[src/rtl/serial_addsub_ctrl.sv]
// serial_addsub_ctrl: bit-serial two's-complement add/subtract controller.
// One full-adder slice processes one bit per cycle, LSB first; results are
// registered on the MSB cycle and held until the next completion.
module serial_addsub_ctrl #(
    parameter int WIDTH = 8
) (
    input  logic             clk,
    input  logic             rst_n,
    input  logic             start,
    input  logic             sub,
    input  logic [WIDTH-1:0] a,
    input  logic [WIDTH-1:0] b,
    output logic             busy,
    output logic             done,
    output logic [WIDTH-1:0] sum,
    output logic             cout,
    output logic             v
);

    localparam int CW = $clog2(WIDTH);
    localparam logic [CW-1:0] LAST = CW'(WIDTH - 1);

    typedef enum logic [1:0] {
        IDLE = 2'd0,
        RUN  = 2'd1,
        DONE = 2'd2
    } state_t;

    state_t state, state_next;

    logic [WIDTH-1:0] a_sr, b_sr, psum;
    logic [CW-1:0]    cnt;
    logic             c;

    logic             s_bit, c_next, last;
    logic [WIDTH-1:0] psum_next;

    // Full-adder slice on the current LSBs; partial sum fills from the MSB side
    // so that after WIDTH shifts bit 0 of the result sits at psum[0].
    assign s_bit     = a_sr[0] ^ b_sr[0] ^ c;
    assign c_next    = (a_sr[0] & b_sr[0]) | (a_sr[0] & c) | (b_sr[0] & c);
    assign psum_next = {s_bit, psum[WIDTH-1:1]};
    assign last      = (state == RUN) && (cnt == LAST);

    // State register
    always_ff @(posedge clk or negedge rst_n) begin
        if (!rst_n) state <= IDLE;
        else        state <= state_next;
    end

    // Next-state logic: IDLE waits for start, RUN lasts WIDTH cycles, DONE is one cycle
    always_comb begin
        state_next = state;
        case (state)
            IDLE:    if (start) state_next = RUN;
            RUN:     if (last)  state_next = DONE;
            DONE:    state_next = IDLE;
            default: state_next = IDLE;
        endcase
    end

    // busy/done are flopped from next-state so outputs come straight off registers
    always_ff @(posedge clk or negedge rst_n) begin
        if (!rst_n) begin
            busy <= 1'b0;
            done <= 1'b0;
        end else begin
            busy <= (state_next == RUN);
            done <= (state_next == DONE);
        end
    end

    // Datapath: operand load on accept, one bit per RUN cycle, result capture on MSB
    always_ff @(posedge clk or negedge rst_n) begin
        if (!rst_n) begin
            a_sr <= '0;
            b_sr <= '0;
            psum <= '0;
            cnt  <= '0;
            c    <= 1'b0;
            sum  <= '0;
            cout <= 1'b0;
            v    <= 1'b0;
        end else if (state == IDLE) begin
            if (start) begin
                // Subtraction as a + ~b + 1: the +1 enters through the carry flop
                a_sr <= a;
                b_sr <= sub ? ~b : b;
                c    <= sub;
                cnt  <= '0;
                psum <= '0;
            end
        end else if (state == RUN) begin
            a_sr <= {1'b0, a_sr[WIDTH-1:1]};
            b_sr <= {1'b0, b_sr[WIDTH-1:1]};
            psum <= psum_next;
            c    <= c_next;
            cnt  <= cnt + 1'b1;
            if (last) begin
                sum  <= psum_next;
                cout <= c_next;
                v    <= c ^ c_next;
            end
        end
    end

endmodule

[config.mk]
export PLATFORM = sky130hd
export DESIGN_NAME = serial_addsub_ctrl
export DESIGN_NICKNAME = d
export VERILOG_FILES = /design/src/rtl/serial_addsub_ctrl.sv
export SDC_FILE = /design/constraint.sdc
export NUM_CORES = 1
export LEC_CHECK = 0
export ABC_AREA = 1
export CAP_MARGIN = 0
export CORE_MARGIN = 4
export CORE_UTILIZATION = 47
export DETAILED_ROUTE_END_ITERATION = 7
export PLACE_DENSITY = 0.77
export SLEW_MARGIN = 20
export SYNTH_ARGS = -nofsm -noshare
export SYNTH_HDL_FRONTEND = slang
export SYNTH_SLANG_ARGS = --single-unit
[constraint.sdc]
create_clock -name clk -period 1.15 [get_ports clk]
set_input_delay 0.23 -clock clk [delete_from_list [all_inputs] [get_ports clk]]
set_output_delay 0.23 -clock clk [all_outputs]
set_load 0.02 [all_outputs]
Word-level counts from Yosys, hierarchy flattened
Index checks and enable logic that the tools add are counted.
{ "totals": {"reg_bits": 42, "input_bits": 20, "out_inout_bits": 12} }
{ "classes": {"add_sub_neg": 1, "eq_ne": 5, "n_mux": 19, "bitwise": 10, "n_reduce_logical": 5} }
{ "ops": {"columns": ["operator", "count"], "rows": [
  ["2-to-1 mux 8 bit", 10],
  ["2-to-1 mux 3 bit", 3],
  ["inverter 8 bit", 1],
  ["equality test 2 x 1 -> 1 bit, second input constant", 2],
  ["2-to-1 mux 2 bit", 2],
  ["one-hot mux 2 bit (2 select lines)", 1],
  ["adder 3 x 1 -> 3 bit, second input constant", 1],
  ["AND 1 bit", 3],
  ["equality test 3 bit, second input constant", 1],
  ["2-to-1 mux 1 bit", 3],
  ["AND reduction 3 bit", 1],
  ["bitwise XOR 1 bit", 3],
  ["equality test 2 bit, second input constant", 1],
  ["logical NOT 2 bit", 1],
  ["inequality test 2 bit, second input constant", 1],
  ["OR 1 bit", 2],
  ["AND reduction 2 bit", 1],
  ["nonzero test 2 bit", 1],
  ["logical AND 1 bit", 1],
  ["inverter 1 bit", 1]
]} }

Logic depth before layout (Yosys ltp)
Gate-level depths: netlist (run 1).
{ "depth": {"ltp_word": 5, "depth_mapped": 7} }

Worst setup path before layout (run 1)
Ideal clock, no wire load.
{ "synth_timing": {"path_type": "flip-flop to flip-flop", "from": "register cnt[0]", "to": "register v", "t_arrival_ns": 1.114, "required_ns": 1.022, "path_slack_ns": -0.092, "stages_incl_launch_ff": 6, "path_buffers": 1, "cell_sequence": "dfrtp_1 > ha_1 > ha_1 > nand3_1 > buf_2 > o21ai_0"} }
{ "synth_between": {"elab_chain_len": 3} }
{ "synth_lines": {"columns": ["item", "line_no", "rtl"], "rows": [
  ["start, declared", "32", "logic [CW-1:0] cnt;"],
  ["start signal, assigned", "98", "cnt <= cnt + 1'b1;"],
  ["equality test 3 bit", "43", "assign last = (state == RUN) && (cnt == LAST);"],
  ["logical AND 1 bit", "43", null],
  ["AND reduction 3 bit (no line)", null, null],
  ["end signal, assigned", "102", "v <= c ^ c_next;"],
  ["end, declared", "17", "output logic v"]
]} }
No other way between the ends.
A chain may end at the register's enable or synchronous reset.

Final worst setup path (run 1)
{ "layout_timing": {"from": "register state[1]", "to": "register b_sr[1]"} }
{ "layout_between": {"elab_chain_len": 3} }
{ "layout_lines": {"columns": ["item", "line_no", "rtl"], "rows": [
  ["start, declared", "29", "state_t state, state_next;"],
  ["start signal, assigned", "48", "else state <= state_next;"],
  ["equality test 2 x 1 -> 1 bit / logical NOT 2 bit (equally long branches)", "93, 84", null],
  ["nonzero test 2 bit (no line) / inequality test 2 bit (equally long branches)", null, null],
  ["AND reduction 2 bit (no line)", null, null],
  ["end signal, assigned", "88", "b_sr <= sub ? ~b : b;"],
  ["end signal, assigned", "95", "b_sr <= {1'b0, b_sr[WIDTH-1:1]};"],
  ["end, declared", "31", "logic [WIDTH-1:0] a_sr, b_sr, psum;"]
]} }
Parallel ways exist; a longest one is shown, timed or not.

==> results of run 1 <==
-- power breakdown --
group          internal (uW)  total (uW)  switching [uW]  leakage [uW]
Sequential              2070        2440             376      0.000522
Combinational           1810        3900            2080      0.000970
Clock                    542        1030             492     0.0000542
Total                   4420        7370            2950       0.00155
-- flip-flops by register name, summed over array words and instances, names as in the netlist --
register  cells
b_sr          8
a_sr          8
cout          1
busy          1
c             1
v             1
psum          7
cnt           3
sum           8
state         2
done          1
-- critical path: cells and delay by family (launching register included) --
| family | cells | cell delay [ps] |
|---|---|---|
| flip-flops | 1 | 430 |
| AND/OR/NAND/NOR | 4 | 400 |
| buffers and inverters | 2 | 320 |
-- final timing paths --
check,startpoint,to,slack [ps],cells after the start
worst max-delay path,state[1]$_DFF_PN0_,b_sr[1]$_DFFE_PN0P_,-100,6
worst min-delay path,rst_n,sum[5]$_DFFE_PN0P_,440,3
worst max register to register,state[1]$_DFF_PN0_,b_sr[1]$_DFFE_PN0P_,-100,6
worst min register to register,a_sr[5]$_DFFE_PN0P_,a_sr[5]$_DFFE_PN0P_,480,2
max in group asynchronous,rst_n,sum[2]$_DFFE_PN0P_,520,3
min in group clk,a[7],a_sr[7]$_DFFE_PN0P_,480,3
-- cell families after synthesis --
logic type	after synthesis	synth area share (%)
AOI/OAI and AO/OA	28	7.92
xor gates and xnor gates	1	0.458
adders and majority gates	3	2.36
buffers and inverters	33	7.59
DFF	41	53.7
and+or+nand+nor	135	28.0
-- repair_timing --
item	4_1_cts	5_1_grt
setup endpoints to repair	50	42
hold endpoints to repair	41	0
gates resized for setup	95	52
gates cloned	3	0
setup buffers	8	4
hold buffers	1	0
pin swaps	9	13
-- cell usage in the layout, fill, tap and decap left out --
| cell type | count |
|---|---|
| buf_12 | 4 |
| buf_16 | 1 |
| buf_2 | 13 |
| buf_4 | 26 |
| buf_6 | 9 |
| buf_8 | 2 |
| clkbuf_8 | 7 |
| clkdlybuf4s50_1 | 18 |
| clkinv_2 | 1 |
| dfrtp_1 | 41 |
| dlygate4sd3_1 | 1 |
| fa_2 | 1 |
| ha_2 | 1 |
| ha_4 | 1 |
| inv_1 | 17 |
| inv_2 | 6 |
| nand2_1 | 84 |
| nand2_2 | 27 |
| nand2_4 | 6 |
| nand3_1 | 11 |
| nand3_2 | 5 |
| nand3_4 | 1 |
| nor2_4 | 1 |
| o21ai_0 | 2 |
| o21ai_1 | 17 |
| o21ai_2 | 8 |
| o21ai_4 | 1 |
| xor2_1 | 1 |
-- per-stage QoR --
step | std cells | power, uW | worst slack [ps]
floorplan | 241 | 4050 | -12.5
global placement | 340 | 5290 | -140
detailed placement | 340 | 5400 | -196
CTS | 359 | 7060 | -84.0
global route | 361 | 7890 | -133
finish | 361 | 7370 | -102
-- routing by layer --
layer  GRT usage [%]  share of wire [%]
met4            7.10                1.4
met1            24.5                 41
met5               0                  0
met3            3.37                5.0
met2            35.8                 53
-- cell type report --
cell class                      instances  area (sq um)  area share (%)
Clock buffer                            7          96.3            3.32
Clock inverter                          1          5.00           0.172
Inverter                               23          86.3            2.98
Multi-Input combinational cell        167           938            32.3
Sequential cell                        41          1030            35.4
Tap cell                               48          60.1            2.07
Timing Repair Buffer                   74           689            23.8
==> results.txt, run 1 <==
LEAKAGE - 0.00155 uW
share of cells above drive strength 1 - 38.7%
number of synthesized register bits - 41
first-pass GRT wire length - 8200 microns
crit path cell chain - buf_6 > nor2_4 > buf_8 > nand3_2 > nand2_1 > nand2_1
PnR worst setup slack - -102 ps
most common library cells after synthesis - nand2_1, dfrtp_1, o21ai_0
synthesized cell area - 1910 sq um
final hold violations - 0
Synth Warn # - 0
Max-cap violations - 0
Main synth FF type - dfrtp_1
# rows - 22
Std-Cell Core Area - 3800 sq um
Die W - 71.8 microns
Die Area - 5150 sq um
initial cell density of the core - 50.3%
largest cells by area after synthesis - dfrtp_1, nand2_1, o21ai_0
Crit path largest cell delay - 430 ps
clk root buf - clkbuf_8
Global Route Usage Sum - 20.1%
PortBufs - 31
H-Tree Depth - 2
Vias/cell - 5.11
CP max-delay cell - dfrtp_1
Avg Cell Area, Syn - 7.93 sq um
Crit. End Element - flip-flop
Final nets - 335
synth unique cells - 15
Worst Path Arrival - 1440 ps
Clock Tree Buf Depth - 2
synthesized instance count - 241
CTS tree - yes
worst hold slack - 436 ps
placer congestion estimate - 0.782
VDD IR max - 1.28 mV
share of the synthesized area in the top cell type - 53.7%
setup TNS - -1640 ps
overall routed net length - 5080 microns
Fill cells - 279
ys async rst share - 100%
Area growth syn-to-layout - 51.8%
DRC - 0
TritonRoute pass-1 iters - 4
Slew headroom - 84.9%
Most common cell on crit path - nand2_1
largest fanout on the critical path - 8
I/O pin cnt - 32
biggest area consumer among synthesized cells - dfrtp_1
n_diodes - 0
RSZ-0062 raised after global routing - yes
Sink Count - 41
Critical Path RT - 1340 ps
Die H - 71.8 microns
worst slew pin tran - 226 ps
dpl cell area - 2490 sq um
post-layout util - 76.4%
period utilization - 109%
fin crit period - 1250 ps
Power Dens Cells - 2540 nW/um^2
register area share after synthesis - 53.7%
CTS clk-pin slew, worst paths - 80 ps
Setup CP Type - reg2reg
DRT antenna net count - 0
status - finished with violations
Clock Skew - 3.84 ps
Critical Path Start Type - flip-flop
top-count cell post-synth - nand2_1
vias in the first global route - 1,853
violated checks - setup timing
maximum clock rate - 0.798 GHz
initial antenna violation count - 0
Finished Cell Area - 2900 sq um
routed vias - 1,844
Slew Limit Fails - 0
hold crit path type - in2async
GR Overflow Total - 0
post-synthesis net count - 264
WL/cell - 14.1 microns
EDFF count, synth - 0
CTS Buf Count - 5
Final HPWL DP - 2890 microns
DR iter-0 viols - 121
largest net degree at the start of global routing - 42
Setup violations, final - 36
Clock Latency Late Sink - 290 ps
No activity file was read; power rests on OpenSTA's default activity.
==> inputs of run 2 (changes only) <==
ABC_AREA = 0   (was 1)
CELL_PAD_IN_SITES_DETAIL_PLACEMENT = 1   (was not set)
CELL_PAD_IN_SITES_GLOBAL_PLACEMENT = 2   (was not set)
CORE_UTILIZATION = 36   (was 47)
DONT_BUFFER_PORTS = 1   (was not set)
PLACE_DENSITY = 0.75   (was 0.77)
==> run 2 against run 1 <==
- the run ends with hold timing, setup timing left
- first-iteration DRC count down 57%
- die area up 24%
- count of clock-buffer cells in the layout down 2
- largest power group unchanged
==> results.txt, run 2 <==
Net Switching - 2350 uW (-20%)
dpl cell area - 2070 sq um (-17%)
Clk pwr share - 19.6% (+5.6 points)
Crit Reg-Reg Endpoint - sum[1]$_DFFE_PN0P_
Final HPWL DP - 3080 microns (+6.5%)
LEAKAGE - 0.00115 uW (-25%)
overall routed net length - 4780 microns (-5.8%)
most common library cells after synthesis - dfrtp_1, o21ai_0, nand2_1
r2r setup slk - -210 ps (-110 ps)
Pint - 4530 uW (+2.5%)
PortBufs - 0 (-100%)
GR Overflow Total - 0 (unchanged)
most frequent cells in the layout - dfrtp_1, buf_4, o21ai_1
DRC - 0 (unchanged)
Critical Path Start Type - flip-flop
placer congestion estimate - 0.711 (-9.1%)
Setup violations, final - 32 (-11%)
largest net degree at the start of global routing - 42 (unchanged)
Crit path largest cell delay - 420 ps (about the same)
initial antenna violation count - 0 (unchanged)
CTS tree - yes
register area share after synthesis - 55.2% (+1.5 points)
post-synthesis net count - 185 (-30%)
setup TNS - -4750 ps (-3110 ps)
share of cells above drive strength 1 - 46.8% (+8.2 points)
VDD IR max - 1.11 mV (-14%)
worst slew pin tran - 247 ps (+20.9 ps)
Clock Latency Late Sink - 290 ps (about the same)
biggest regs - a_sr: 8 flops, b_sr: 8 flops, sum: 8 flops
Clock Skew - 2.26 ps (-1.58 ps)
Vias/cell - 5.23 (+2.5%)
Fill cells - 484 (+73%)
CTS clk-pin slew, worst paths - 80 ps (about the same)
worst reg2reg startpoint - cnt[1]$_DFFE_PN0P_
Worst Path Arrival - 1540 ps (+100 ps)
vias in the first global route - 1,623 (-12%)
EDFF count, synth - 0 (unchanged)
H-Tree Depth - 2 (unchanged)
final hold violations - 41 (+41)
cells on worst reg2reg path - 4 (-2)
Sink Count - 41 (unchanged)
Area growth syn-to-layout - 37.6%
Top delay family on crit path - flip-flops
TritonRoute pass-1 iters - 4 (unchanged)
Power Dens Cells - 2690 nW/um^2 (+5.9%)
maximum clock rate - 0.736 GHz (-7.9%)
WL/cell - 18.6 microns (+32%)
biggest area consumer among synthesized cells - dfrtp_1
combinational fraction of design power - 41.2% (-12 points)
status - finished with violations
number of synthesized register bits - 41 (unchanged)
Critical Path RT - 1330 ps (about the same)
violated checks - hold timing, setup timing
Max-cap violations - 0 (unchanged)
Crit. End Element - flip-flop
register share of total power - 39.2% (+6.1 points)
Setup CP Type - reg2reg
# rows - 25 (+14%)
largest fanout on the critical path - 8 (unchanged)
fin crit period - 1360 ps (+107 ps)
synthesized instance count - 162 (-33%)
Slew headroom - 83.5% (-1.4 points)
Synth Warn # - 0 (unchanged)
crit path buf inv count - 0 (-2)
CTS Buf Count - 5 (unchanged)
synth unique cells - 29 (+14)
period utilization - 118% (+9.3 points)
Final nets - 212 (-37%)
worst slack, placed - -219 ps (-22.9 ps)
first-pass GRT wire length - 7940 microns (-3.2%)
Std-Cell Core Area - 4850 sq um (+28%)
DR iter-0 viols - 52 (-57%)
hold crit path type - in2async
Main synth FF type - dfrtp_1
ys async rst share - 100% (unchanged)
Clock Tree Buf Depth - 2 (unchanged)
initial cell density of the core - 38.3% (-12 points)
n_diodes - 0 (unchanged)
Die W - 79.9 microns (+11%)
clk root buf - clkbuf_8
routed vias - 1,345 (-27%)
I/O pin cnt - 32 (unchanged)
share of the synthesized area in the top cell type - 55.2% (+1.5 points)
RSZ-0062 raised after global routing - yes
Die H - 79.9 microns (+11%)
top-count cell post-synth - dfrtp_1
largest cells by area after synthesis - dfrtp_1, o21ai_0, mux2_2
crit path cell chain - ha_4 > ha_4 > nand3b_4 > mux2_4
synthesized cell area - 1860 sq um (-2.7%)
Pwr Total - 6880 uW (-6.6%)
Global Route Usage Sum - 16.3% (-3.8 points)
Die Area - 6380 sq um (+24%)
Avg Cell Area, Syn - 11.5 sq um (+45%)
PnR worst setup slack - -210 ps (-107 ps)
Net Sw Frac - 34.1% (-5.9 points)
Finished Cell Area - 2560 sq um (-12%)
CP max-delay cell - dfrtp_1
Slew Limit Fails - 0 (unchanged)
Most common cell on crit path - ha_4
DRT antenna net count - 0 (unchanged)
worst hold slack - -376 ps (-812 ps)
commonest non-fill, non-tap cell in the layout - dfrtp_1
## run 2: cell count changes after synthesis, sizes merged, moves of 8 or more
| cell | delta |
|---|---|
| o21ai | -12 |
| inv | -17 |
| nand3 | -17 |
| nor2b | +9 |
| a22oi | +10 |
| a22o | +8 |
| nand2 | -103 |
## run 2: metal layers
layer	part of all wire (%)	global-route usage (%)	up-vias
met5	0	0	-
li1	-	-	622
met1	40	18.1	694
met3	3.3	4.85	5
met2	55	29.8	24
met4	1.1	5.24	0
## run 2: cell type report
class | instances | area (sq um) | area share (%)
Clock buffer | 5 | 68.8 | 2.69
Clock inverter | 3 | 65.1 | 2.54
Inverter | 6 | 25.0 | 0.978
Multi-Input combinational cell | 103 | 961 | 37.6
Sequential cell | 41 | 1030 | 40.2
Tap cell | 67 | 83.8 | 3.28
Timing Repair Buffer | 32 | 327 | 12.8
## run 2: per-stage QoR
step | std cells | utilization (%)
2_1_floorplan | 162 | -
6_report | 257 | 52.7
4_1_cts | 254 | 49.5
5_1_grt | 257 | 52.7
3_5_place_dp | 235 | 42.7
3_3_place_gp | 235 | 42.7
## run 2: worst max path at each step
stage,start,endpoint,slack (ps),cells after the start
floorplan,cnt[0]$_DFFE_PN0P_,sum[5]$_DFFE_PN0P_,-210,5
global placement,cnt[1]$_DFFE_PN0P_,sum[0]$_DFFE_PN0P_,-170,4
detailed placement,cnt[1]$_DFFE_PN0P_,sum[1]$_DFFE_PN0P_,-220,4
CTS,cnt[1]$_DFFE_PN0P_,sum[4]$_DFFE_PN0P_,-230,4
global route,cnt[1]$_DFFE_PN0P_,sum[1]$_DFFE_PN0P_,-250,4
finish,cnt[1]$_DFFE_PN0P_,sum[1]$_DFFE_PN0P_,-210,4
## run 2: what timing repair did
action | in CTS | in global routing
gates cloned | 2 | 0
gates resized for setup | 40 | 36
pin swaps | 8 | 14
buffers inserted | 9 | 6
setup endpoints to repair | 40 | 41
hold endpoints to repair | 41 | 41
## run 2: kinds of logic after synthesis
group | synth area share (%)
buffers and inverters | 5.11
flip-flops | 55.2
XOR/XNOR | 4.24
AO/OA/AOI/OAI | 19.8
adder cells (fa/ha/maj) | 2.42
AND/OR/NAND/NOR | 8.48
multiplexers | 4.78
## run 2: power by group through the flow
| stage | registers [uW] | clock network [uW] | logic (uW) |
|---|---|---|---|
| 2_1_floorplan | 2490 | 0 | 1440 |
| 3_3_place_gp | 2580 | 0 | 1860 |
| 3_5_place_dp | 2620 | 0 | 1970 |
| 4_1_cts | 2640 | 1400 | 2420 |
| 5_1_grt | 2780 | 1460 | 3110 |
| 6_report | 2700 | 1350 | 2840 |
==> inputs of run 3 (changes only) <==
SETUP_SLACK_MARGIN = 0.15   (was not set)
SKIP_CTS_REPAIR_TIMING = 1   (was not set)
==> run 3 against run 2 <==
- the flow still finishes with violations (hold timing, setup timing)
- sequential share of layout area rose by 4.2 points
- clock power about the same
- register-to-register slack about the same
- utilization down 4.8 points
- largest cell class unchanged
- sequential power decreased by 3%
- flip-flop and latch count unchanged
- clock skew increased by 4.5 ps
==> results.txt, run 3 (synthesized netlist as in run 2, its figures left out) <==
crit path cell chain - ha_2 > ha_4 > nand3b_4 > mux2_4
CTS Buf Count - 5 (unchanged)
hold crit path type - in2async
r2r setup slk - -200 ps (about the same)
I/O pin cnt - 32 (unchanged)
Slew headroom - 81.8% (-1.7 points)
Sink Count - 41 (unchanged)
initial antenna violation count - 0 (unchanged)
largest net degree at the start of global routing - 42 (unchanged)
maximum clock rate - 0.740 GHz (+0.59%)
Pint - 4190 uW (-7.6%)
Net Switching - 2050 uW (-13%)
Final nets - 203 (-4.2%)
Top delay family on crit path - flip-flops
period utilization - 118% (-0.69 points)
commonest non-fill, non-tap cell in the layout - dfrtp_1
Vias/cell - 5.25 (+0.32%)
Fill cells - 494 (+2.1%)
CP max-delay cell - dfrtp_1
Clk pwr share - 21.8% (+2.2 points)
most frequent cells in the layout - dfrtp_1, buf_4, o21ai_1
Crit Reg-Reg Endpoint - sum[1]$_DFFE_PN0P_
Crit. End Element - flip-flop
biggest regs - a_sr: 8 flops, b_sr: 8 flops, sum: 8 flops
Clock Skew - 6.77 ps (+4.51 ps)
Non-Filler Instances - 248 (-3.5%)
Clock Latency Late Sink - 300 ps (about the same)
Crit path largest cell delay - 400 ps (-20 ps)
clk root buf - clkbuf_8
DRT antenna net count - 0 (unchanged)
DR iter-0 viols - 96 (+85%)
Max-cap violations - 0 (unchanged)
Die W - 79.9 microns (unchanged)
Die H - 79.9 microns (unchanged)
Setup violations, final - 39 (+22%)
CTS clk-pin slew, worst paths - 80 ps (about the same)
TritonRoute pass-1 iters - 4 (unchanged)
routed vias - 1,302 (-3.2%)
Power Dens Cells - 2680 nW/um^2 (-0.34%)
Area growth syn-to-layout - 25.1%
largest fanout on the critical path - 5 (-3)
Std-Cell Core Area - 4850 sq um (unchanged)
# rows - 25 (unchanged)
Multi-input gate area - 843 sq um (-12%)
worst reg2reg startpoint - cnt[0]$_DFFE_PN0P_
VDD IR max - 0.911 mV (-18%)
RSZ-0062 raised after global routing - yes
placed cells - 236 (+0.43%)
Final HPWL DP - 2940 microns (-4.3%)
crit path buf inv count - 0 (unchanged)
GR Overflow Total - 0 (unchanged)
Setup CP Type - reg2reg
placer congestion estimate - 0.790 (+11%)
Net Sw Frac - 32.8% (-1.3 points)
first-pass GRT wire length - 7010 microns (-12%)
fin crit period - 1350 ps (-7.96 ps)
register share of total power - 41.8% (+2.6 points)
Slew Limit Fails - 0 (unchanged)
Critical path origin - cnt[0]$_DFFE_PN0P_
CTS tree - yes
Clock Tree Buf Depth - 2 (unchanged)
PnR worst setup slack - -202 ps (+7.96 ps)
violated checks - hold timing, setup timing
worst slew pin tran - 272 ps (+24.8 ps)
Global Route Usage Sum - 14.2% (-2.2 points)
WL/cell - 16.6 microns (-11%)
status - finished with violations
LEAKAGE - 0.00104 uW (-10%)
initial cell density of the core - 38.3% (unchanged)
PortBufs - 0 (unchanged)
sequential cell area - 1030 sq um (+0.49%)
n_diodes - 0 (unchanged)
Die Area - 6380 sq um (unchanged)
Worst Path Arrival - 1530 ps (about the same)
vias in the first global route - 1,450 (-11%)
DRC - 0 (unchanged)
final hold violations - 41 (unchanged)
cells on worst reg2reg path - 4 (unchanged)
worst hold slack - -380 ps (-3.43 ps)
overall routed net length - 4120 microns (-14%)
share of cells above drive strength 1 - 34.3% (-13 points)
combinational fraction of design power - 36.4% (-4.8 points)
Critical Path Start Type - flip-flop
H-Tree Depth - 2 (unchanged)
Critical Path RT - 1330 ps (about the same)
run 3: cell types whose count changed in the layout (fill, tap and decap cells not counted), sizes merged:
cell,previous run,this run
nand3b,1,2
buf,32,22
run 3: cell type report:
cell class	instances	area share, %
tap	67	3.60
sequential	41	44.4
clock buffer	5	2.96
inverter	6	0.968
clock inverter	3	2.80
multi-input combinational	104	36.3
timing repair buffer	22	9.04
run 3: worst max-delay path by stage:
stage                                endpoint  slack, ps  depth (start not counted)
after floorplan            sum[5]$_DFFE_PN0P_       -210                          5
after detailed placement   sum[1]$_DFFE_PN0P_       -240                          4
after global routing      a_sr[4]$_DFFE_PN0P_       -240                          5
after CTS                  sum[1]$_DFFE_PN0P_       -250                          4
after global placement     sum[4]$_DFFE_PN0P_       -180                          4
final                      sum[1]$_DFFE_PN0P_       -200                          4
run 3: routing by layer:
| layer | wire length (microns) | share of wire [%] | global-route usage (%) |
|---|---|---|---|
| met2 | 1990 | 48 | 23.1 |
| met1 | 1830 | 44 | 17.4 |
| met5 | 0 | 0 | 0 |
| met4 | 55 | 1.3 | 5.07 |
| met3 | 237 | 5.8 | 4.97 |
run 3: power groups by stage:
stage	sequential [uW]	combinational, uW	clock (uW)
2_1_floorplan	2490	1510	0
3_5_place_dp	2620	2110	0
6_report	2610	2270	1360
5_1_grt	2680	2520	1490
4_1_cts	2590	2120	1410
3_3_place_gp	2570	1990	0
run 3: worst register-to-register path, delay by kind of cell, from the launching register on:
kind,cells,cell delay [ps]
adders and majority gates,2,390
DFF,1,400
muxes,1,310
and+or+nand+nor,1,140
run 3: stage by stage:
step	util [%]	instance area, sq um	TNS (ps)	setup slack, ps	total power, uW
final	48.0	2330	-4310	-202	6240
after detailed placement	43.4	2100	-3990	-236	4730
after floorplan	-	1950	-1560	-210	4010
after global routing	48.0	2330	-6980	-236	6690
after global placement	43.4	2100	-2730	-180	4560
after CTS	46.1	2240	-4660	-250	6120
